===== config.mk =====
export PLATFORM = sky130hd
export DESIGN_NAME = addr_gen_upd_seq
export DESIGN_NICKNAME = d
export VERILOG_FILES = /design/src/rtl/addr_gen_upd_seq.sv
export SDC_FILE = /design/constraint.sdc
export NUM_CORES = 1
export LEC_CHECK = 0
export CORE_MARGIN = 2
export CORE_UTILIZATION = 25
export CTS_BUF_LIST = sky130_fd_sc_hd__clkbuf_16
export CTS_CLUSTER_SIZE = 20
export DETAILED_ROUTE_END_ITERATION = 10
export SYNTH_ARGS = -nofsm -noshare
export SYNTH_HDL_FRONTEND = slang
export SYNTH_SLANG_ARGS = --single-unit

===== constraint.sdc =====
create_clock -name clk -period 3.3 [get_ports clk]
set_input_delay 0.66 -clock clk [delete_from_list [all_inputs] [get_ports clk]]
set_output_delay 0.66 -clock clk [all_outputs]
set_load 0.02 [all_outputs]

===== src/rtl/addr_gen_upd_seq.sv =====
// Write address sequencer for the update-parameter stage: one runtime-selected
// region (dW, dU, db or per-timestep buffer) is walked at a programmable beat rate.
module addr_gen_upd_seq #(
   parameter int ADDR_WIDTH = 12,
   parameter int DLY_WIDTH  = 4,
   parameter int NUM_CELL   = 8,
   parameter int NUM_INPUT  = 53,
   parameter int TIMESTEP   = 7,
   parameter int BASE_W     = 0,
   parameter int BASE_U     = 424,
   parameter int BASE_B     = 488,
   parameter int BASE_T     = 496
) (
   input  logic                  clk,
   input  logic                  rst,
   input  logic                  en,
   input  logic                  i_start,
   input  logic                  i_clear,
   input  logic [1:0]            i_mode,
   input  logic [DLY_WIDTH-1:0]  i_delay,
   output logic [ADDR_WIDTH-1:0] o_addr,
   output logic                  o_valid,
   output logic                  o_busy,
   output logic                  o_done
);

   localparam logic [1:0] S_IDLE = 2'd0;
   localparam logic [1:0] S_RUN  = 2'd1;
   localparam logic [1:0] S_DONE = 2'd2;

   localparam int LEN_W = NUM_CELL * NUM_INPUT;
   localparam int LEN_U = NUM_CELL * NUM_CELL;
   localparam int LEN_B = NUM_CELL;
   localparam int LEN_T = NUM_CELL * TIMESTEP;

   function automatic logic [ADDR_WIDTH-1:0] f_base(input logic [1:0] mode);
      logic [ADDR_WIDTH-1:0] base;
      case (mode)
         2'd0:    base = ADDR_WIDTH'(BASE_W);
         2'd1:    base = ADDR_WIDTH'(BASE_U);
         2'd2:    base = ADDR_WIDTH'(BASE_B);
         default: base = ADDR_WIDTH'(BASE_T);
      endcase
      return base;
   endfunction

   // Last valid index of each region, so the end test needs no subtractor.
   function automatic logic [ADDR_WIDTH-1:0] f_last(input logic [1:0] mode);
      logic [ADDR_WIDTH-1:0] last;
      case (mode)
         2'd0:    last = ADDR_WIDTH'(LEN_W - 1);
         2'd1:    last = ADDR_WIDTH'(LEN_U - 1);
         2'd2:    last = ADDR_WIDTH'(LEN_B - 1);
         default: last = ADDR_WIDTH'(LEN_T - 1);
      endcase
      return last;
   endfunction

   logic [1:0]            r_state;
   logic [ADDR_WIDTH-1:0] r_index;
   logic [DLY_WIDTH-1:0]  r_beat;
   logic [1:0]            r_mode;
   logic [DLY_WIDTH-1:0]  r_delay;
   logic [ADDR_WIDTH-1:0] r_addr;

   logic [1:0]            w_state_next;
   logic [ADDR_WIDTH-1:0] w_index_next;
   logic [DLY_WIDTH-1:0]  w_beat_next;
   logic [1:0]            w_mode_next;
   logic [DLY_WIDTH-1:0]  w_delay_next;
   logic [ADDR_WIDTH-1:0] w_addr_next;

   logic [DLY_WIDTH-1:0]  w_delay_in;
   logic [ADDR_WIDTH-1:0] w_index_inc;
   logic                  w_last_beat;
   logic                  w_last_index;
   logic                  w_step;

   // A zero delay would never produce a beat, so it is promoted to one.
   assign w_delay_in   = (i_delay == '0) ? DLY_WIDTH'(1) : i_delay;
   assign w_index_inc  = r_index + ADDR_WIDTH'(1);
   assign w_last_beat  = (r_beat == (r_delay - DLY_WIDTH'(1)));
   assign w_last_index = (r_index == f_last(r_mode));
   assign w_step       = (r_state == S_RUN) && en && w_last_beat && !i_clear;

   assign o_valid = w_step;
   assign o_busy  = (r_state == S_RUN);
   assign o_done  = (r_state == S_DONE) && !i_clear;
   assign o_addr  = r_addr;

   always_comb begin
      w_state_next = r_state;
      w_index_next = r_index;
      w_beat_next  = r_beat;
      w_mode_next  = r_mode;
      w_delay_next = r_delay;
      w_addr_next  = r_addr;
      if (i_clear) begin
         // Abort wins over start and over a final beat; o_addr keeps its value.
         w_state_next = S_IDLE;
         w_index_next = '0;
         w_beat_next  = '0;
      end else begin
         case (r_state)
            S_IDLE: begin
               if (i_start) begin
                  w_mode_next  = i_mode;
                  w_delay_next = w_delay_in;
                  w_index_next = '0;
                  w_beat_next  = '0;
                  w_addr_next  = f_base(i_mode);
                  w_state_next = S_RUN;
               end
            end
            S_RUN: begin
               if (en) begin
                  if (w_last_beat) begin
                     w_beat_next = '0;
                     if (w_last_index) begin
                        w_state_next = S_DONE;
                     end else begin
                        w_index_next = w_index_inc;
                        w_addr_next  = f_base(r_mode) + w_index_inc;
                     end
                  end else begin
                     w_beat_next = r_beat + DLY_WIDTH'(1);
                  end
               end
            end
            S_DONE: begin
               w_state_next = S_IDLE;
            end
            default: begin
               w_state_next = S_IDLE;
               w_index_next = '0;
               w_beat_next  = '0;
            end
         endcase
      end
   end

   always_ff @(posedge clk or negedge rst) begin
      if (!rst) begin
         r_state <= S_IDLE;
         r_index <= '0;
         r_beat  <= '0;
         r_mode  <= '0;
         r_delay <= '0;
         r_addr  <= '0;
      end else begin
         r_state <= w_state_next;
         r_index <= w_index_next;
         r_beat  <= w_beat_next;
         r_mode  <= w_mode_next;
         r_delay <= w_delay_next;
         r_addr  <= w_addr_next;
      end
   end

endmodule


== After elaboration in Yosys (flattened, before gate mapping) ==
Cells that the tools add are included.
Cells by class
  $add $sub $neg: 4
  equal/unequal tests: 18
  multiplexer cells: 31
  bitwise operators: 1
  reductions and logical operators: 15
Operators by type and width (count)
  12-bit two-way mux: 14
  9-bit one-hot mux with 3 select lines: 3
  12-bit one-hot mux with 3 select lines: 1
  12-bit one-hot mux with 2 select lines: 1
  4-bit two-way mux: 5
  12-bit by 1-bit adder with 12-bit output, second input constant: 1
  12-bit adder: 1
  12-bit equality test: 1
  4-bit one-hot mux with 3 select lines: 1
  2-bit two-way mux: 5
  3-bit != test, second input constant: 3
  2-bit != test, second input constant: 4
  2-bit by 1-bit equality test with 1-bit output, second input constant: 3
  2-bit equality test, second input constant: 3
  2-bit zero test: 3
  3-bit by 2-bit != test with 1-bit output, second input constant: 2
  3-bit AND reduction: 2
  6-bit AND reduction: 1
  5-bit AND reduction: 1
  4-bit by 1-bit adder with 4-bit output, second input constant: 1
  4-bit equality test: 1
  1-bit logical AND: 4
  4-bit zero test: 1
  2-bit one-hot mux with 2 select lines: 1
  6 further kinds: 6
Storage, ports and cells
  bits in registers: 36
  bits of input ports: 11
  output and inout bits: 15

== Logic depth before layout (Yosys ltp) ==
  word-level depth: 13
  gate-level depth with buffers: 11
  gate-level depth less buffers: 10

== Worst setup path after synthesis ==
OpenSTA, ideal clock, no wires.
  kind: register -> register
  start: reg r_index[2]
  end: reg r_addr[11], in the netlist o_addr[11]
  setup time: 0.110 ns
  data arrival time: 2.532 ns
  required time: 3.190 ns
  slack: 0.658 ns
  stages on the path, launching flop included: 12
  buffers on the path: 1
  clock period less this slack: 2.642 ns
  cells stage by stage: dfrtp_1 -> buf_2 -> nand3_1 -> and2_1 -> or2_2 -> ha_1 -> fa_1 -> a211oi_1 -> o21bai_1 -> a21oi_1 -> nor4_1 -> o41ai_1
Between the ends
  longest elaborated chain between the ends: 6
  elaborated cells on any way between the ends: 9
RTL lines
  start, declared: RTL line 60  | logic [ADDR_WIDTH-1:0] r_index;
  start signal, assigned: RTL line 152  | r_index <= w_index_next;
  12-bit by 1-bit adder with 12-bit output: RTL line 81  | assign w_index_inc = r_index + ADDR_WIDTH'(1);
  12-bit adder: RTL line 123  | w_addr_next = f_base(r_mode) + w_index_inc;
  12-bit two-way mux: RTL line 119  | if (w_last_index) begin
  12-bit two-way mux: RTL line 117  | if (w_last_beat) begin
  12-bit two-way mux: RTL line 116  | if (en) begin
  12-bit one-hot mux with 2 select lines: RTL line 104  | case (r_state)
  end signal, assigned: RTL line 156  | r_addr <= w_addr_next;
  end, declared: RTL line 64  | logic [ADDR_WIDTH-1:0] r_addr;
Parallel ways exist; a longest one is shown, timed or not. The select of a mux whose other input is x is not followed.
A chain may end at the register's enable or synchronous reset.

== Final worst setup path ==
  start: reg r_delay[0]
  end: out o_valid
Between the ends
  longest elaborated chain between the ends: 4
RTL lines
  start, declared: RTL line 63  | logic [DLY_WIDTH-1:0] r_delay;
  start signal, assigned: RTL line 155  | r_delay <= w_delay_next;
  4-bit by 1-bit subtractor with 4-bit output: RTL line 82  | assign w_last_beat = (r_beat == (r_delay - DLY_WIDTH'(1)));
  4-bit equality test: RTL line 82
  1-bit logical AND (2 in a row): RTL line 84  | assign w_step = (r_state == S_RUN) && en && w_last_beat && !i_clear;
  end, declared: RTL line 22  | output logic o_valid,
No other way between the ends.

==> results.json <==
{
  "final_max_slew_viol_count": 0,
  "synth_cell_types": 54,
  "rsz_0062_raised_after_global_routing": "false",
  "post_synth_instance_area_um2": 2420,
  "layout.cells.non_filler": 409,
  "portBuffers": 25,
  "min_period_over_period_pct": 91.9,
  "timing.critical_path.fanout_max": 4,
  "grt_first_pass_wirelength_mm": 9.87,
  "place.detailed.instances": 401,
  "avgViaCountPerCell": 4.92,
  "final_nets": 308,
  "critPathRequiredTime_ps": 2640,
  "area_delta_synth_final_pct": 21.2,
  "dominantRegCellSynth": "dfrtp_1",
  "core.rowCount": 35,
  "grt_usage_pct": 12.1,
  "grt_max_degree": 37,
  "setup_violations": 0,
  "fmax_mhz": 330,
  "mostFrequentLayoutCells": "dfrtp_1, clkdlybuf4s50_1, nand2_1, o21ai_0, ha_1",
  "critPathSlowestCell": "clkdlybuf4s50_1",
  "cts-buffers-inserted": 5,
  "die_w_um": 102,
  "ys_seq_elements": 36,
  "hold_viol_final": 0,
  "maxCapViolations": 0,
  "fill_cells": 943,
  "syn_avg_cell_area_um2": 9.50,
  "cts_buffer_depth": 2,
  "drtPass1Iterations": 4,
  "fp.dieArea_um2": 10500,
  "post_route_cells_drive_above_1_share_pct": 11.4,
  "end_kind": "primary output",
  "dieHeight_um": 102,
  "timing.max_slew.rel_slack_pct": 42.7,
  "period_minus_slack_ps": 3030,
  "cts-htree-levels": 2,
  "critical_path.startpoint": "r_delay[0]",
  "drt_first_iter_violations": 152,
  "worst_ep_arrival_time_ps": 2370,
  "finalWeightedCongestion": 0.924,
  "synth-seq-area-share_pct": 37.2,
  "detailed_place_hpwl_mm": 4.40,
  "syn_inst": 255,
  "drcViolationCount": 0,
  "via_count": 2014,
  "worst_setup_path_type": "reg -> out",
  "clock_insertion_delay_worst_skew_ps": 280,
  "run_status": "completed",
  "vdd_ir_drop_max_mv": 0.254,
  "clkTransAtPathRegs_ps": 60,
  "fp.coreArea_um2": 9330,
  "startpoint_type": "flip-flop",
  "cellPowerDensity_nw_per_um2": 516,
  "detail-route-antenna-nets": 0,
  "syn_nets": 284,
  "clkSinkCount": 36,
  "cp_cell_instances": "inv_1, ha_1, xor3_1, nor3_2, nand2_1, nor2_1, clkdlybuf4s50_1",
  "boundaryPins": 26,
  "final_common_cell": "dfrtp_1",
  "ys_warn_count": 0,
  "number_of_hold_repair_buffers_added_at_the_cts_stage": 0,
  "via_count_of_the_first_global_routing_pass": 1956,
  "synth-edff-count": 0,
  "fin_tns_setup_ps": 0,
  "async_set_reset_flop_share_out_of_synthesis_pct": 100,
  "fin_skew_ps": 8.26,
  "min-delay-path-class": "in -> async",
  "critical_path.reg2reg.startpoint": "r_index[2]",
  "setup.reg_to_reg.worst_slack_ps": 350,
  "detail_route.wl_per_cell_um": 14.5,
  "cts_tree": "yes",
  "max_stage_delay_ps": 620,
  "antenna-diode-count": 0,
  "postRouteWirelength_mm": 5.93,
  "timing_worst_slew_pin_value_ps": 860,
  "cts_root_buf": "clkbuf_16",
  "global_route.overflow_total": 0,
  "floorplan.initialDensity_pct": 26.0,
  "postLayoutCoreUtil_pct": 31.5,
  "p_leak_uw": 0.00126,
  "number_of_antenna_violations_at_the_first_check_in_global_routing": 0
}
==> through the flow <==
step                hold WS, ps  setup slack [ps]  instance area (µm²)  power, µW
detailed placement          493               396                 2790       1060
global placement            490               467                 2790       1050
CTS                         507               169                 2930       1530
global route                528              44.5                 2940       1610
finish                      496               267                 2940       1510
floorplan                   364               658                 2420        884
==> registers in the layout, indices dropped and copies added, names as in the netlist <==
signal and count:
o_addr 12, r_beat 4, r_delay 4, r_index 12
r_mode 2, r_state 2
==> worst max-delay path, delay by kind of cell, from the launching register on <==
kind                     cells  cell delay, ps
XOR/XNOR                     1             400
flip-flops                   1             400
adder cells (fa/ha/maj)      1             140
AND/OR/NAND/NOR              3             450
buffers and inverters        2             700
==> synth_stat cells, types with 2 or more instances <==
cell	count	area [µm²]
or3_1	2	12.5
or2_2	6	37.5
a31oi_1	2	12.5
nand2_1	23	86.3
xnor2_1	11	96.3
clkbuf_1	4	15.0
nor2_1	15	56.3
o31ai_1	4	30.0
o2bb2ai_1	4	35.0
or4_1	2	15.0
and2_1	5	31.3
a22o_2	2	20.0
buf_6	2	22.5
dfrtp_1	36	901
a211o_1	2	17.5
a221o_1	5	50.1
mux2_2	6	67.6
o2111ai_1	5	43.8
inv_1	12	45.0
o21ai_0	19	95.1
nand2b_1	3	18.8
nor3_1	13	65.1
ha_1	17	213
o211ai_1	3	22.5
buf_2	3	15.0
a211oi_1	3	22.5
a21o_1	2	15.0
nor3b_1	2	15.0
nand3_1	7	35.0
xor2_1	5	43.8
nand4_1	3	18.8
a21oi_1	5	25.0
==> power by group <==
group          internal [µW]  switching, µW
Clock                    278            188
Sequential               502           48.6
Combinational            225            273
Total                   1000            509
==> per-layer routing <==
metal	global-route usage [%]	vias up	wire length, µm
li1	-	979	-
met1	16.1	957	2710
met2	19.5	71	2750
met3	2.80	7	409
met4	3.69	0	61
met5	0	-	0
==> logic make-up (layout without fill, tap and decap cells) <==
group,Yosys count,in the layout,share of synthesized area [%]
adder cells (fa/ha/maj),18,18,9.61
AND/OR/NAND/NOR,88,88,18.6
multiplexers,7,7,3.20
buffers and inverters,23,48,4.54
AO/OA/AOI/OAI,66,66,20.1
XOR/XNOR,17,17,6.77
flip-flops,36,36,37.2
==> path summary, 6_finish.rpt <==
kind	endpoint	cells past startpoint
max reg2reg	o_addr[11]	10
max	o_valid	7
max in group asynchronous	r_index[10]	1
min reg2reg	o_addr[6]	1
min	r_delay[1]	1
min in group clk	o_addr[6]	1
==> layout make-up <==
type / count / area, µm² / area share, %
repair buffers: 28 / 268 / 9.12
clock buffers: 5 / 125 / 4.26
multi-input cells: 196 / 1420 / 48.3
well taps: 129 / 161 / 5.50
clock inverters: 3 / 18.8 / 0.639
flip-flops and latches: 36 / 901 / 30.7
inverters: 12 / 45.0 / 1.53
==> repair_timing <==
| action | 4_1_cts | 5_1_grt |
|---|---|---|
| setup endpoints to repair | 0 | 1 |
| gates resized for setup | 0 | 1 |
| buffers inserted | 0 | 0 |
Note: power is estimated with default switching activity, not from simulation.
